<file path="config.mk">
export PLATFORM = sky130hd
export DESIGN_NAME = serdes_lfsr_cipher
export DESIGN_NICKNAME = d
export VERILOG_FILES = /design/src/rtl/serdes_lfsr_cipher_pkg.sv /design/src/rtl/serdes_lfsr_cipher_lane.sv /design/src/rtl/serdes_lfsr_cipher.sv
export SDC_FILE = /design/constraint.sdc
export NUM_CORES = 1
export LEC_CHECK = 0
export CAP_MARGIN = 20
export CORE_MARGIN = 1
export CORE_UTILIZATION = 45
export CTS_CLUSTER_SIZE = 40
export DETAILED_ROUTE_END_ITERATION = 16
export PLACE_DENSITY = 0.71
export SLEW_MARGIN = 20
export SYNTH_ARGS = -nofsm -noshare
export SYNTH_HDL_FRONTEND = slang
export SYNTH_HIERARCHICAL = 1
export SYNTH_SLANG_ARGS = --single-unit
</file>
<file path="constraint.sdc">
create_clock -name clk -period 1.75 [get_ports clk]
set_input_delay 0.2625 -clock clk [delete_from_list [all_inputs] [get_ports clk]]
set_output_delay 0.2625 -clock clk [all_outputs]
set_load 0.03 [all_outputs]
</file>
<file path="src/rtl/serdes_lfsr_cipher_pkg.sv">
// Shared types and constants for the multi-lane LFSR stream cipher.
//   state_e      : frame controller states (IDLE, RUN, DONE)
//   MODE_*       : 2-bit mode encodings (01 is folded into stream mode)
//   DEFAULT_TAPS : Galois mask for x^16+x^14+x^13+x^11+1
//   norm_mode()  : maps the unused encoding 01 onto plain stream mode
package serdes_cipher_pkg;

  typedef enum logic [1:0] {
    IDLE = 2'd0,
    RUN  = 2'd1,
    DONE = 2'd2
  } state_e;

  localparam logic [1:0] MODE_STREAM  = 2'b00;
  localparam logic [1:0] MODE_CFB_ENC = 2'b10;
  localparam logic [1:0] MODE_CFB_DEC = 2'b11;

  localparam logic [15:0] DEFAULT_TAPS = 16'hB400;

  function automatic logic [1:0] norm_mode(input logic [1:0] m);
    return (m == 2'b01) ? MODE_STREAM : m;
  endfunction

endpackage

</file>
<file path="src/rtl/serdes_lfsr_cipher_lane.sv">
// One cipher lane: Galois LFSR keystream, seed load with zero-seed fix,
// CFB feedback into the LFSR MSB, registered serial bit and parallel word.
// Ports:
//   clk, rst  : clock, async active-high reset
//   load      : load seed into the LFSR (start accepted)
//   step      : advance one bit (RUN cycle)
//   mode      : latched mode (stream / CFB enc / CFB dec)
//   seed      : lane seed (key already rotated for this lane)
//   din       : input data bit
//   cnt       : bit position within the frame
//   bit_out   : registered cipher bit
//   word      : frame word, bit i = i-th cipher bit
module lfsr_lane
  import serdes_cipher_pkg::*;
#(
  parameter int WIDTH = 8,
  parameter int KEY_W = 16,
  parameter int CW    = 3,
  parameter logic [KEY_W-1:0] TAPS = KEY_W'(DEFAULT_TAPS)
) (
  input  logic             clk,
  input  logic             rst,
  input  logic             load,
  input  logic             step,
  input  logic [1:0]       mode,
  input  logic [KEY_W-1:0] seed,
  input  logic             din,
  input  logic [CW-1:0]    cnt,
  output logic             bit_out,
  output logic [WIDTH-1:0] word
);

  logic [KEY_W-1:0] s;
  logic [KEY_W-1:0] s_next;
  logic             ks;
  logic             c;
  logic             fb;

  assign ks = s[0];
  assign c  = din ^ ks;

  // CFB: encrypt feeds back the cipher bit it produced, decrypt feeds back
  // the received cipher bit (its din), so both ends stay in lock-step.
  always_comb begin
    fb = 1'b0;
    case (mode)
      MODE_CFB_ENC: fb = c;
      MODE_CFB_DEC: fb = din;
      default:      fb = 1'b0;
    endcase
    s_next = (s >> 1) ^ (ks ? TAPS : '0) ^ {fb, {(KEY_W-1){1'b0}}};
  end

  always_ff @(posedge clk or posedge rst) begin
    if (rst) begin
      s       <= '0;
      bit_out <= 1'b0;
      word    <= '0;
    end else if (load) begin
      // An all-zero LFSR never leaves zero; substitute 1.
      s <= (seed == '0) ? KEY_W'(1) : seed;
    end else if (step) begin
      s         <= s_next;
      bit_out   <= c;
      word[cnt] <= c;
    end
  end

endmodule

</file>
<file path="src/rtl/serdes_lfsr_cipher.sv">
// Multi-lane serial LFSR cipher. Each lane XORs its din bit with its own
// keystream; lane l is seeded from key rotated left by l bits.
// Handshake: start is sampled only in IDLE or DONE; a frame then runs for
// WIDTH cycles (busy high), dout_valid marks each new dout bit one cycle
// behind busy, and done pulses for one cycle when word_out is complete.
// Ports:
//   clk, rst   : clock, async active-high reset
//   start      : frame request
//   mode       : 00 stream, 10 CFB encrypt, 11 CFB decrypt (01 = 00)
//   key        : seed, sampled with start
//   din        : one data bit per lane per RUN cycle
//   dout       : registered cipher bit per lane
//   dout_valid : dout carries a new bit
//   busy       : frame in progress
//   done       : one-cycle frame-complete pulse
//   word_out   : lane l at [l*WIDTH +: WIDTH], LSB = first bit
module serdes_lfsr_cipher
  import serdes_cipher_pkg::*;
#(
  parameter int WIDTH = 8,
  parameter int LANES = 2,
  parameter int KEY_W = 16,
  parameter logic [KEY_W-1:0] TAPS = KEY_W'(DEFAULT_TAPS)
) (
  input  logic                   clk,
  input  logic                   rst,
  input  logic                   start,
  input  logic [1:0]             mode,
  input  logic [KEY_W-1:0]       key,
  input  logic [LANES-1:0]       din,
  output logic [LANES-1:0]       dout,
  output logic                   dout_valid,
  output logic                   busy,
  output logic                   done,
  output logic [LANES*WIDTH-1:0] word_out
);

  localparam int CW = $clog2(WIDTH);
  localparam logic [CW-1:0] LAST = CW'(WIDTH - 1);

  state_e        state_q;
  state_e        state_d;
  logic          load;
  logic          step;
  logic [1:0]    mode_q;
  logic [CW-1:0] cnt;

  always_comb begin
    state_d = state_q;
    load    = 1'b0;
    step    = 1'b0;
    case (state_q)
      IDLE: begin
        if (start) begin
          load    = 1'b1;
          state_d = RUN;
        end
      end
      RUN: begin
        step = 1'b1;
        if (cnt == LAST) state_d = DONE;
      end
      DONE: begin
        // Back-to-back frames skip IDLE entirely.
        if (start) begin
          load    = 1'b1;
          state_d = RUN;
        end else begin
          state_d = IDLE;
        end
      end
      default: state_d = IDLE;
    endcase
  end

  always_ff @(posedge clk or posedge rst) begin
    if (rst) begin
      state_q    <= IDLE;
      mode_q     <= MODE_STREAM;
      cnt        <= '0;
      dout_valid <= 1'b0;
    end else begin
      state_q    <= state_d;
      dout_valid <= step;
      if (load) begin
        mode_q <= norm_mode(mode);
        cnt    <= '0;
      end else if (step) begin
        cnt <= cnt + CW'(1);
      end
    end
  end

  assign busy = (state_q == RUN);
  assign done = (state_q == DONE);

  for (genvar l = 0; l < LANES; l++) begin : g_lane
    localparam int R = l % KEY_W;
    logic [2*KEY_W-1:0] key2;
    logic [KEY_W-1:0]   seed;
    logic               lane_bit;
    logic [WIDTH-1:0]   lane_word;

    // Rotate-left by R: take a KEY_W window out of the doubled key.
    assign key2 = {key, key};
    assign seed = key2[2*KEY_W-1-R -: KEY_W];

    lfsr_lane #(
      .WIDTH(WIDTH),
      .KEY_W(KEY_W),
      .CW   (CW),
      .TAPS (TAPS)
    ) u_lane (
      .clk    (clk),
      .rst    (rst),
      .load   (load),
      .step   (step),
      .mode   (mode_q),
      .seed   (seed),
      .din    (din[l]),
      .cnt    (cnt),
      .bit_out(lane_bit),
      .word   (lane_word)
    );

    assign dout[l]                     = lane_bit;
    assign word_out[l*WIDTH +: WIDTH]  = lane_word;
  end

endmodule

</file>
Word level (Yosys, flattened, before mapping)
Index checks and enable logic that the tools add are counted.
W data, S select, Z words.
{"block": "totals", "ff_bits": 58, "inputBits": 23, "out_inout_bits": 21, "wordCells": 60}
{"block": "op_classes", "addsub": 1, "n_lt_le_gt_ge": 2, "eq_ne": 8, "muxes": 24, "bitwise": 7, "reduce_logical": 8}
{"cell": "$mux W16", "count": 8}
{"cell": "$logic_not A16 Y1", "count": 2}
{"cell": "$xor A15 B16 Y16", "count": 2}
{"cell": "$xor A16 B16 Y16", "count": 2}
{"cell": "$bwmux W8", "count": 2}
{"cell": "$eq A2 B2 Y1 const B", "count": 3}
{"cell": "$mux W2", "count": 3}
{"cell": "$mux W3", "count": 2}
{"cell": "$pmux W2 S3", "count": 1}
{"cell": "$mux W1", "count": 5}
{"cell": "$eq A2 B1 Y1 const B", "count": 2}
{"cell": "$lt A3 B4 Y1 const B", "count": 1}
{"cell": "$pmux W1 S2", "count": 2}
{"cell": "$reduce_and A2 Y1", "count": 2}
{"cell": "$add A3 B1 Y3 const B", "count": 1}
{"cell": "$demux W1 S3", "count": 1}
{"cell": "$eq A3 B3 Y1 const B", "count": 1}
{"cell": "$ge A3 B1 Y1 const B", "count": 1}
{"cell": "$logic_not A2 Y1", "count": 1}
{"cell": "$ne A2 B1 Y1 const B", "count": 1}
{"cell": "$ne A2 B2 Y1 const B", "count": 1}
{"cell": "$reduce_bool A2 Y1", "count": 1}
{"cell": "$reduce_or A2 Y1", "count": 1}
{"cell": "$xor A1 B1 Y1", "count": 2}
{"cell": "2 further kinds", "count": 2}

Longest topological paths before layout
Gate-level depths: netlist of the first run.
{"block": "depth", "depth_word": 5, "mapped_depth": 6, "mapped_depth_nobuf": 4}

Cells and area by module
The synthesis of the first run kept the hierarchy.
{"mod": "lfsr_lane", "n_inst": 2, "cells_per_inst": 116, "area_per_inst_um2": 1238.7, "seq_area_each_um2": 625.6}
{"mod": "serdes_lfsr_cipher", "n_inst": 1, "cells_per_inst": 30, "area_per_inst_um2": 382.9, "seq_area_each_um2": 200.2}

Worst setup path after synthesis of the first run
Ideal clock, no wire load.
{"block": "synth_timing", "path_kind": "flip-flop to flip-flop", "from": "register state_q[1]", "to": "register g_lane[0].u_lane.word[3]", "setup_time_ns": 0.125, "t_arrival_ns": 1.816, "required_time_ns": 1.625, "slack_ns": -0.190, "stages_incl_launch_ff": 6, "n_path_buf": 1, "period_less_slack_ns": 1.940, "path_cell_list": "dfrtp_1 and2b_1 buf_4 nand3b_1 nor3b_1 mux2_2"}
{"block": "synth_between", "elab_cells_between_ends": 8, "cone_classes": "2 x eq/ne; 2 x mux; 1 x bitwise; 3 x reduce/logical"}
{"item": "from (decl)", "line": "serdes_lfsr_cipher.sv:41", "text": "state_e state_q;"}
{"item": "from (signal assigned)", "line": "serdes_lfsr_cipher.sv:83", "text": "state_q <= state_d;"}
{"item": "$eq A2 B1 Y1"}
{"item": "via busy", "line": "serdes_lfsr_cipher.sv:33", "text": "output logic busy,"}
{"item": "$mux W1", "line": "serdes_lfsr_cipher.sv:52", "text": "case (state_q)"}
{"item": "$reduce_and A2 Y1 (no line)"}
{"item": "to (signal assigned)", "line": "serdes_lfsr_cipher_lane.sv:58", "text": "word <= '0;"}
{"item": "to (signal, indexed assignment)", "line": "serdes_lfsr_cipher_lane.sv:65", "text": "word[cnt] <= c;"}
{"item": "to (decl)", "line": "serdes_lfsr_cipher_lane.sv:30", "text": "output logic [WIDTH-1:0] word"}
The timed path passes the listed nets, and every way through them passes these cells.
A chain may end at the register's enable or synchronous reset.

Final worst setup path of the first run
{"block": "layout_timing", "from": "register state_q[1]", "to": "register g_lane[1].u_lane.word[5]"}
{"block": "layout_between", "elab_chain_cells": 5, "elab_cells_between_ends": 8, "cone_classes": "2 x eq/ne; 2 x mux; 1 x bitwise; 3 x reduce/logical"}
{"item": "$eq A2 B2 Y1 or $logic_not A2 Y1 (tied branches)", "line": "serdes_lfsr_cipher.sv:52"}
{"item": "$reduce_or A2 Y1 (no line)"}
{"item": "$mux W1"}
{"item": "$not A1 Y1 (no line)"}
{"item": "$reduce_and A2 Y1 (no line) *"}
{"item": "to (signal assigned)", "line": "serdes_lfsr_cipher_lane.sv:58"}
{"item": "to (signal, indexed assignment)", "line": "serdes_lfsr_cipher_lane.sv:65"}
{"item": "to (decl)", "line": "serdes_lfsr_cipher_lane.sv:30"}
Every way passes the cells marked *; elsewhere a longest branch is shown, timed or not.

==> summary.md, run 1 <==
| Metric | Value |
|---|---|
| Status | `finished clean` |
| CTS Hold Bufs | `0` |
| Number of synthesized register bits | `58` |
| Skew-Pair Late Insertion Delay | `0.32 ns` |
| PortBufs | `43` |
| Pre-antenna DRT Iters | `4` |
| CP top delay family | `simple AND/OR/NAND/NOR gates` |
| Total CTS buffers | `9` |
| Post-DP HPWL | `4090 µm` |
| Max_slew headroom | `65.9%` |
| Register area | `1450 µm²` |
| Leading cell types in the layout, fill and taps excluded | `57 x dfrtp_1, 41 x clkdlybuf4s50_1, 31 x nand2_1` |
| Fin crit share | `94.1%` |
| CTS clk-pin slew, worst paths | `0.06 ns` |
| Longest Clk Path Bufs | `2` |
| Post-synth EDFFs | `0` |
| Synth Cell Area | `2860 µm²` |
| Lkg Pwr | `1.59 nW` |
| Crit-path max FO | `10` |
| Area delta synth->final | `24.8%` |
| Post-CTS setup buffer count | `0` |
| Element type at the critical path end | `register` |
| First-pass GRT wire length | `9370 µm` |
| Final Core Density | `59.2%` |
| R2r worst-path depth | `4` |
| CTS sink count | `58` |
| Register area share after synthesis | `50.7%` |
| Row cnt | `28` |
| Gr usage total | `19.3%` |
| Vias in the first global route | `1883` |
| Post-synth top area share | `50.7%` |
| Switching share of total power | `38.1%` |
| Final GP Congestion | `0.800` |
| Clock root cell | `clkbuf_8` |
| Most area-hungry cell type in the Yosys netlist | `dfrtp_1` |
| Worst path bufs/invs | `0` |
| Final Cell Area | `3570 µm²` |
| DIE WIDTH | `81.7 µm` |
| Fin nets | `337` |
| CP Capture Point | `g_lane[1].u_lane/word[5]` |
| Levels on crit path | `4` |
| Critical path class | `register to register` |
| Routed via count | `2043` |
| Power Density | `1910 nW/µm²` |
| Logic gate share of total power | `48.3%` |
| Final Hold Fails | `0` |
| Sequential share of power | `36.8%` |
| Number of fill cells | `524` |
| DIE AREA | `6680 µm²` |
| Async SR Flop Fraction | `100%` |
| Antenna Nets Post-Route | `0` |
| Pins Over Slew Limit | `0` |
| Initial antenna violation count | `0` |
| Crit path DAT | `1.85 ns` |
| CP cell instances | `and2b_4, nand3b_1, nor3b_1, mux2_2` |
| DP Area | `3400 µm²` |
| Post-route DRC | `0` |
| Max Fclk | `608 MHz` |
| RR Startpoint | `state_q[1]` |
| Worst min path class | `primary input to asynchronous set/reset pin` |
| Yosys cell types | `36` |
| RSZ-0062 raised after global routing | `yes` |
| Largest net degree at the start of global routing | `40` |
| Commonest non-fill, non-tap cell in the layout | `dfrtp_1` |
| Warnings from Yosys | `6` |
| Required time of the worst setup path | `1.95 ns` |
| Flop2flop setup slack | `0.10 ns` |
| WL final | `5650 µm` |
| Max incr delay on CP | `0.43 ns` |
| Ys flop type | `dfrtp_1` |
| WL/cell | `14.5 µm` |
| Final setup violation count | `0` |
| Crit path from | `state_q[1]` |
| Slowest stage cell, crit path | `dfrtp_1` |
| Vias per cell | `5.25` |
| Worst VDD drop | `0.00102 V` |
| Min cycle time layout | `1.65 ns` |
| Die Span Y | `81.7 µm` |
| Worst-margin pin slew | `0.510 ns` |
| Initial Util | `47.5%` |
| H-tree depth | `3` |
| Ranking of synthesized cells by area | `dfrtp_1 51%, mux2i_1 10%, mux2_2 5.5%` |
| Switch Pwr | `2.59 mW` |
| CTS tree | `done` |
| Post-Syn Area per Cell | `10.9 µm²` |
| Syn Inst Count | `262` |
| I/O pin count | `44` |
| Iter 0 DRT Violations | `138` |
| Internal power | `4.22 mW` |
| Total of max-cap violations | `0` |
| Core area | `6030 µm²` |
| FF-to-FF End | `g_lane[1].u_lane/word[5]` |
| Startpoint Class | `register` |
| Share of layout cells above drive strength 1 | `14.3%` |
| Footprint of the multi-input gates | `1310 µm²` |
| Final Skew | `0.00644 ns` |
| Total nets after synthesis | `287` |
| N_diodes | `0` |
| Clock share of power | `14.9%` |
| Total gr overflow | `0` |
-- what timing repair did --
action                                 in CTS  in global routing
resized for setup                           1                  2
endpoints found under the hold margin       0                  0
gates cloned                                0                  0
setup endpoints to repair                   1                  4
-- synth_stat cells (3+ instances only) --
cell type  instances
a22o_1             3
buf_2              6
buf_4              4
clkbuf_1           6
dfrtp_1           58
inv_1              7
mux2_1             6
mux2_2            14
mux2i_1           29
nand2_1           31
nand3b_1           6
nor2_1             7
nor2b_1            3
nor3b_1            4
nor4_1            10
o21ai_0           28
xor2_1             8
-- metrics by stage --
stage | cells | TNS, ns | setup WS [ns] | power, mW | hold WS [ns]
after floorplan | 262 | -0.0646 | -0.0242 | 4.81 | 0.0782
after global placement | 376 | -0.134 | -0.0393 | 5.74 | 0.474
after detailed placement | 376 | -0.193 | -0.0571 | 5.83 | 0.482
after CTS | 389 | 0 | 0.0852 | 6.87 | 0.257
after global routing | 389 | -0.00529 | -0.00529 | 7.33 | 0.271
final | 389 | 0 | 0.104 | 6.81 | 0.253
-- state kept, by name, summed over array words and instances (netlist names) --
signal,count
g_lane.u_lane/word,16
g_lane.u_lane/bit_out,2
cnt,3
state_q,2
mode_q,2
g_lane.u_lane/s,32
dout_valid,1
-- power groups by stage --
stage | Sequential (mW) | Clock (mW) | Combinational, mW
4_1_cts | 2.51 | 1.05 | 3.31
5_1_grt | 2.60 | 1.11 | 3.61
6_report | 2.51 | 1.01 | 3.29
3_3_place_gp | 2.51 | 0 | 3.24
3_5_place_dp | 2.53 | 0 | 3.31
2_1_floorplan | 2.82 | 0 | 1.99
-- kinds of logic (layout without fill, tap and decap cells) --
group	after synthesis	after routing	share of synthesized area, %
multiplexers	50	50	18.5
flip-flops	58	58	50.7
AO/OA/AOI/OAI	44	44	8.97
XOR/XNOR	9	9	2.76
adder cells (fa/ha/maj)	2	2	0.875
buffers and inverters	23	75	3.81
AND/OR/NAND/NOR	76	76	14.3
-- layer usage --
layer	GRT usage, %	vias up	part of all wire (%)
met4	8.42	0	1.6
li1	-	1026	-
met2	28.0	41	45
met5	0	-	0
met1	27.0	970	50
met3	5.00	6	3.6
-- layout make-up --
type / instances / share of cell area, %
Clock buffer: 13 / 4.45
Inverter: 7 / 0.736
Multi-Input combinational cell: 181 / 36.7
Sequential cell: 58 / 40.7
Tap cell: 75 / 2.63
Timing Repair Buffer: 55 / 14.8
-- how the worst min path moves through the flow --
stage	from	end	slack (ns)
detailed placement	g_lane[0].u_lane/word[4]	g_lane[0].u_lane/word[4]	0.48
global placement	g_lane[0].u_lane/word[6]	g_lane[0].u_lane/word[6]	0.47
finish	rst	mode_q[0]	0.25
global route	rst	cnt[1]	0.27
CTS	rst	cnt[1]	0.26
floorplan	rst	cnt[0]	0.08
No activity file was read; power rests on OpenSTA's default activity.
==> run 2: changes to the inputs <==
- CORE_MARGIN: 1 -> 4
- DONT_BUFFER_PORTS: not set -> 1
- PLACE_DENSITY: 0.71 -> not set
- SYNTH_HIERARCHICAL: 1 -> not set
==> run 2 against run 1 <==
Compared with the run above: clock power up 53%; fmax rose by 5.7%; global-route usage decreased by 2.1 points; final cell count shrank 14%; sequential share of layout area is 8.4 points higher; critical path type is now register to output port; largest power group is now registers.
==> summary.md, run 2 <==
| Metric | Value |
|---|---|
| Largest net degree at the start of global routing | `59 (+48%)` |
| Synth Cell Area | `2610 µm² (-8.6%)` |
| Vias per cell | `5.45 (+3.7%)` |
| CP cell instances | `nand2b_1, clkinv_2, buf_12` |
| Final Skew | `0.00951 ns (+0.00307 ns)` |
| First-pass GRT wire length | `9430 µm (+0.59%)` |
| Worst VDD drop | `0.000919 V (-9.8%)` |
| Critical path class | `register to output port` |
| Antenna Nets Post-Route | `0 (unchanged)` |
| Post-DP HPWL | `3590 µm (-12%)` |
| Largest regs | `g_lane.u_lane.s x32, g_lane.u_lane.word x16, cnt x3` |
| CTS clk-pin slew, worst paths | `0.06 ns (about the same)` |
| Finished Layout Cells | `333 (-14%)` |
| Initial Util | `46.9% (-0.58 points)` |
| WL final | `5450 µm (-3.6%)` |
| Share of layout cells above drive strength 1 | `18.0% (+3.7 points)` |
| Most frequent cell after synthesis | `dfrtp_1` |
| Area delta synth->final | `13.1%` |
| I/O pin count | `44 (unchanged)` |
| Most area-hungry cell type in the Yosys netlist | `dfrtp_1` |
| Commonest non-fill, non-tap cell in the layout | `dfrtp_1` |
| Largest register FFs | `32 (unchanged)` |
| Final Hold Fails | `0 (unchanged)` |
| Pre-antenna DRT Iters | `4 (unchanged)` |
| Pins Over Slew Limit | `0 (unchanged)` |
| Skew-Pair Late Insertion Delay | `0.33 ns (about the same)` |
| Power Density | `2290 nW/µm² (+20%)` |
| Post-synth top area share | `55.5% (+4.8 points)` |
| Worst hold path depth | `2` |
| Fin nets | `281 (-17%)` |
| Required time of the worst setup path | `1.49 ns (-0.46 ns)` |
| Max Fclk | `642 MHz (+5.7%)` |
| Post-Syn Area per Cell | `10.3 µm² (-5.7%)` |
| Max incr delay on CP | `0.40 ns (-0.03 ns)` |
| CTS sink count | `58 (unchanged)` |
| Number of synthesized register bits | `58 (unchanged)` |
| RSZ-0062 raised after global routing | `no` |
| Lkg Pwr | `1.28 nW (-20%)` |
| Total CTS buffers | `9 (unchanged)` |
| Element type at the critical path end | `output port` |
| Routed via count | `1814 (-11%)` |
| Vias in the first global route | `1899 (+0.85%)` |
| Async SR Flop Fraction | `100% (unchanged)` |
| Status | `finished clean` |
| Fin crit share | `89.0% (-5.1 points)` |
| Syn Inst Count | `254 (-3.1%)` |
| Initial antenna violation count | `0 (unchanged)` |
| Ys flop type | `dfrtp_1` |
| N_diodes | `0 (unchanged)` |
| Crit path from | `state_q[0]` |
| R2r worst-path depth | `5 (+1)` |
| CTS tree | `done` |
| Clock root cell | `clkbuf_8` |
| # resized after CTS | `0 (-1)` |
| Synth cell count leaders | `58 x dfrtp_1, 56 x nand2_1, 20 x nor2_1` |
| Iter 0 DRT Violations | `156 (+13%)` |
| RR Startpoint | `state_q[0]` |
| Register area share after synthesis | `55.5% (+4.8 points)` |
| Gr usage total | `17.1% (-2.1 points)` |
| Inst Count DP | `316 (-16%)` |
| Total gr overflow | `0 (unchanged)` |
| Total of max-cap violations | `0 (unchanged)` |
| Worst min path class | `primary input to register` |
| DIE WIDTH | `84.2 µm (+3.0%)` |
| WHS | `0.0437 ns (-0.209 ns)` |
| FF-to-FF End | `g_lane[1].u_lane.s[15]` |
| H-tree depth | `3 (unchanged)` |
| Core area | `5570 µm² (-7.5%)` |
| Yosys cell types | `35 (-2.8%)` |
| Slowest stage cell, crit path | `dfrtp_1` |
| Top reg by flops | `g_lane.u_lane.s` |
| Setup tns final | `0 ns (unchanged)` |
| CP Capture Point | `busy` |
| WL/cell | `16.4 µm (+13%)` |
| Total nets after synthesis | `279 (-2.8%)` |
| Worst-margin pin slew | `0.703 ns (+0.193 ns)` |
| Crit-path max FO | `30 (+20)` |
| Number of fill cells | `512 (-2.3%)` |
| Flop2flop setup slack | `0.21 ns (+0.11 ns)` |
| Post-route DRC | `0 (unchanged)` |
| Longest Clk Path Bufs | `2 (unchanged)` |
| Max_slew headroom | `53.0% (-13 points)` |
| Crit path DAT | `1.29 ns (-0.56 ns)` |
| DIE AREA | `7090 µm² (+6.2%)` |
| PortBufs | `0 (-100%)` |
| Min cycle time layout | `1.56 ns (-0.0886 ns)` |
| Post-synth EDFFs | `0 (unchanged)` |
| Ranking of synthesized cells by area | `dfrtp_1 56%, nand2_1 8.0%, mux2_2 6.9%` |
| Die Span Y | `84.2 µm (+3.0%)` |
| Warnings from Yosys | `0 (-6)` |
| Final setup violation count | `0 (unchanged)` |
| Leading cell types in the layout, fill and taps excluded | `58 x dfrtp_1, 56 x nand2_1, 20 x nor2_1` |
| Row cnt | `27 (-3.6%)` |
| Startpoint Class | `register` |
| Final GP Congestion | `0.717 (-10%)` |
==> run 2: cells by family after synthesis <==
group                    after synthesis  share of synthesized area [%]
XOR/XNOR                               8                           2.68
multiplexers                          20                           8.43
flip-flops                            58                           55.5
AND/OR/NAND/NOR                       98                           17.0
buffers and inverters                 19                           4.12
adder cells (fa/ha/maj)                2                          0.957
AO/OA/AOI/OAI                         49                           11.2
==> run 2: layout make-up <==
type,instances,area (µm²),area share [%]
Clock inverter,5,100,3.39
Clock buffer,11,151,5.12
Multi-Input combinational cell,177,1050,35.7
Tap cell,72,90.1,3.05
Inverter,2,8.76,0.296
Timing Repair Buffer,8,100,3.39
Sequential cell,58,1450,49.1
==> run 2: report_power, final <==
part           leakage (nW)  switching, mW  internal [mW]
sequential            0.690          0.963           2.04
clock                 0.129          0.533           1.02
combinational         0.458           1.18           1.02
==> run 2: worst max-delay path: cells and delay by family, from the launching register on <==
family	cells	cell delay, ns
and+or+nand+nor	1	0.22
buffers and inverters	2	0.34
DFF	1	0.40
==> run 2: worst min-delay path by stage <==
stage / startpoint / endpoint / slack (ns)
floorplan: mode[1] / mode_q[1] / 0.37
global placement: rst / g_lane[1].u_lane.word[1] / 0.23
detailed placement: rst / dout_valid / 0.23
CTS: mode[1] / mode_q[1] / 0.02
global route: key[15] / g_lane[0].u_lane.s[15] / 0.06
finish: mode[1] / mode_q[1] / 0.04
==> run 2: timing repair <==
action                    in CTS  in global routing
buffers inserted               0                  0
hold buffers                   1                  0
hold endpoints to repair      58                  0
==> run 2: routing by layer <==
metal  wire length, µm  GRT usage [%]  up-vias
met3               388           5.30        8
met1              2610           23.7      878
met2              2360           24.0       50
met4                95           9.21        0
met5                 0              0        -
li1                  -              -      878
==> run 2: through the flow <==
step	utilization (%)	instance area [µm²]	worst slack (ns)	power (mW)
5_1_grt	53.0	2960	0.0196	7.32
2_1_floorplan	-	2610	0.0595	4.80
6_report	53.0	2960	0.193	6.76
4_1_cts	53.0	2960	0.172	6.84
3_3_place_gp	48.4	2700	0.265	5.17
3_5_place_dp	48.4	2700	0.214	5.27
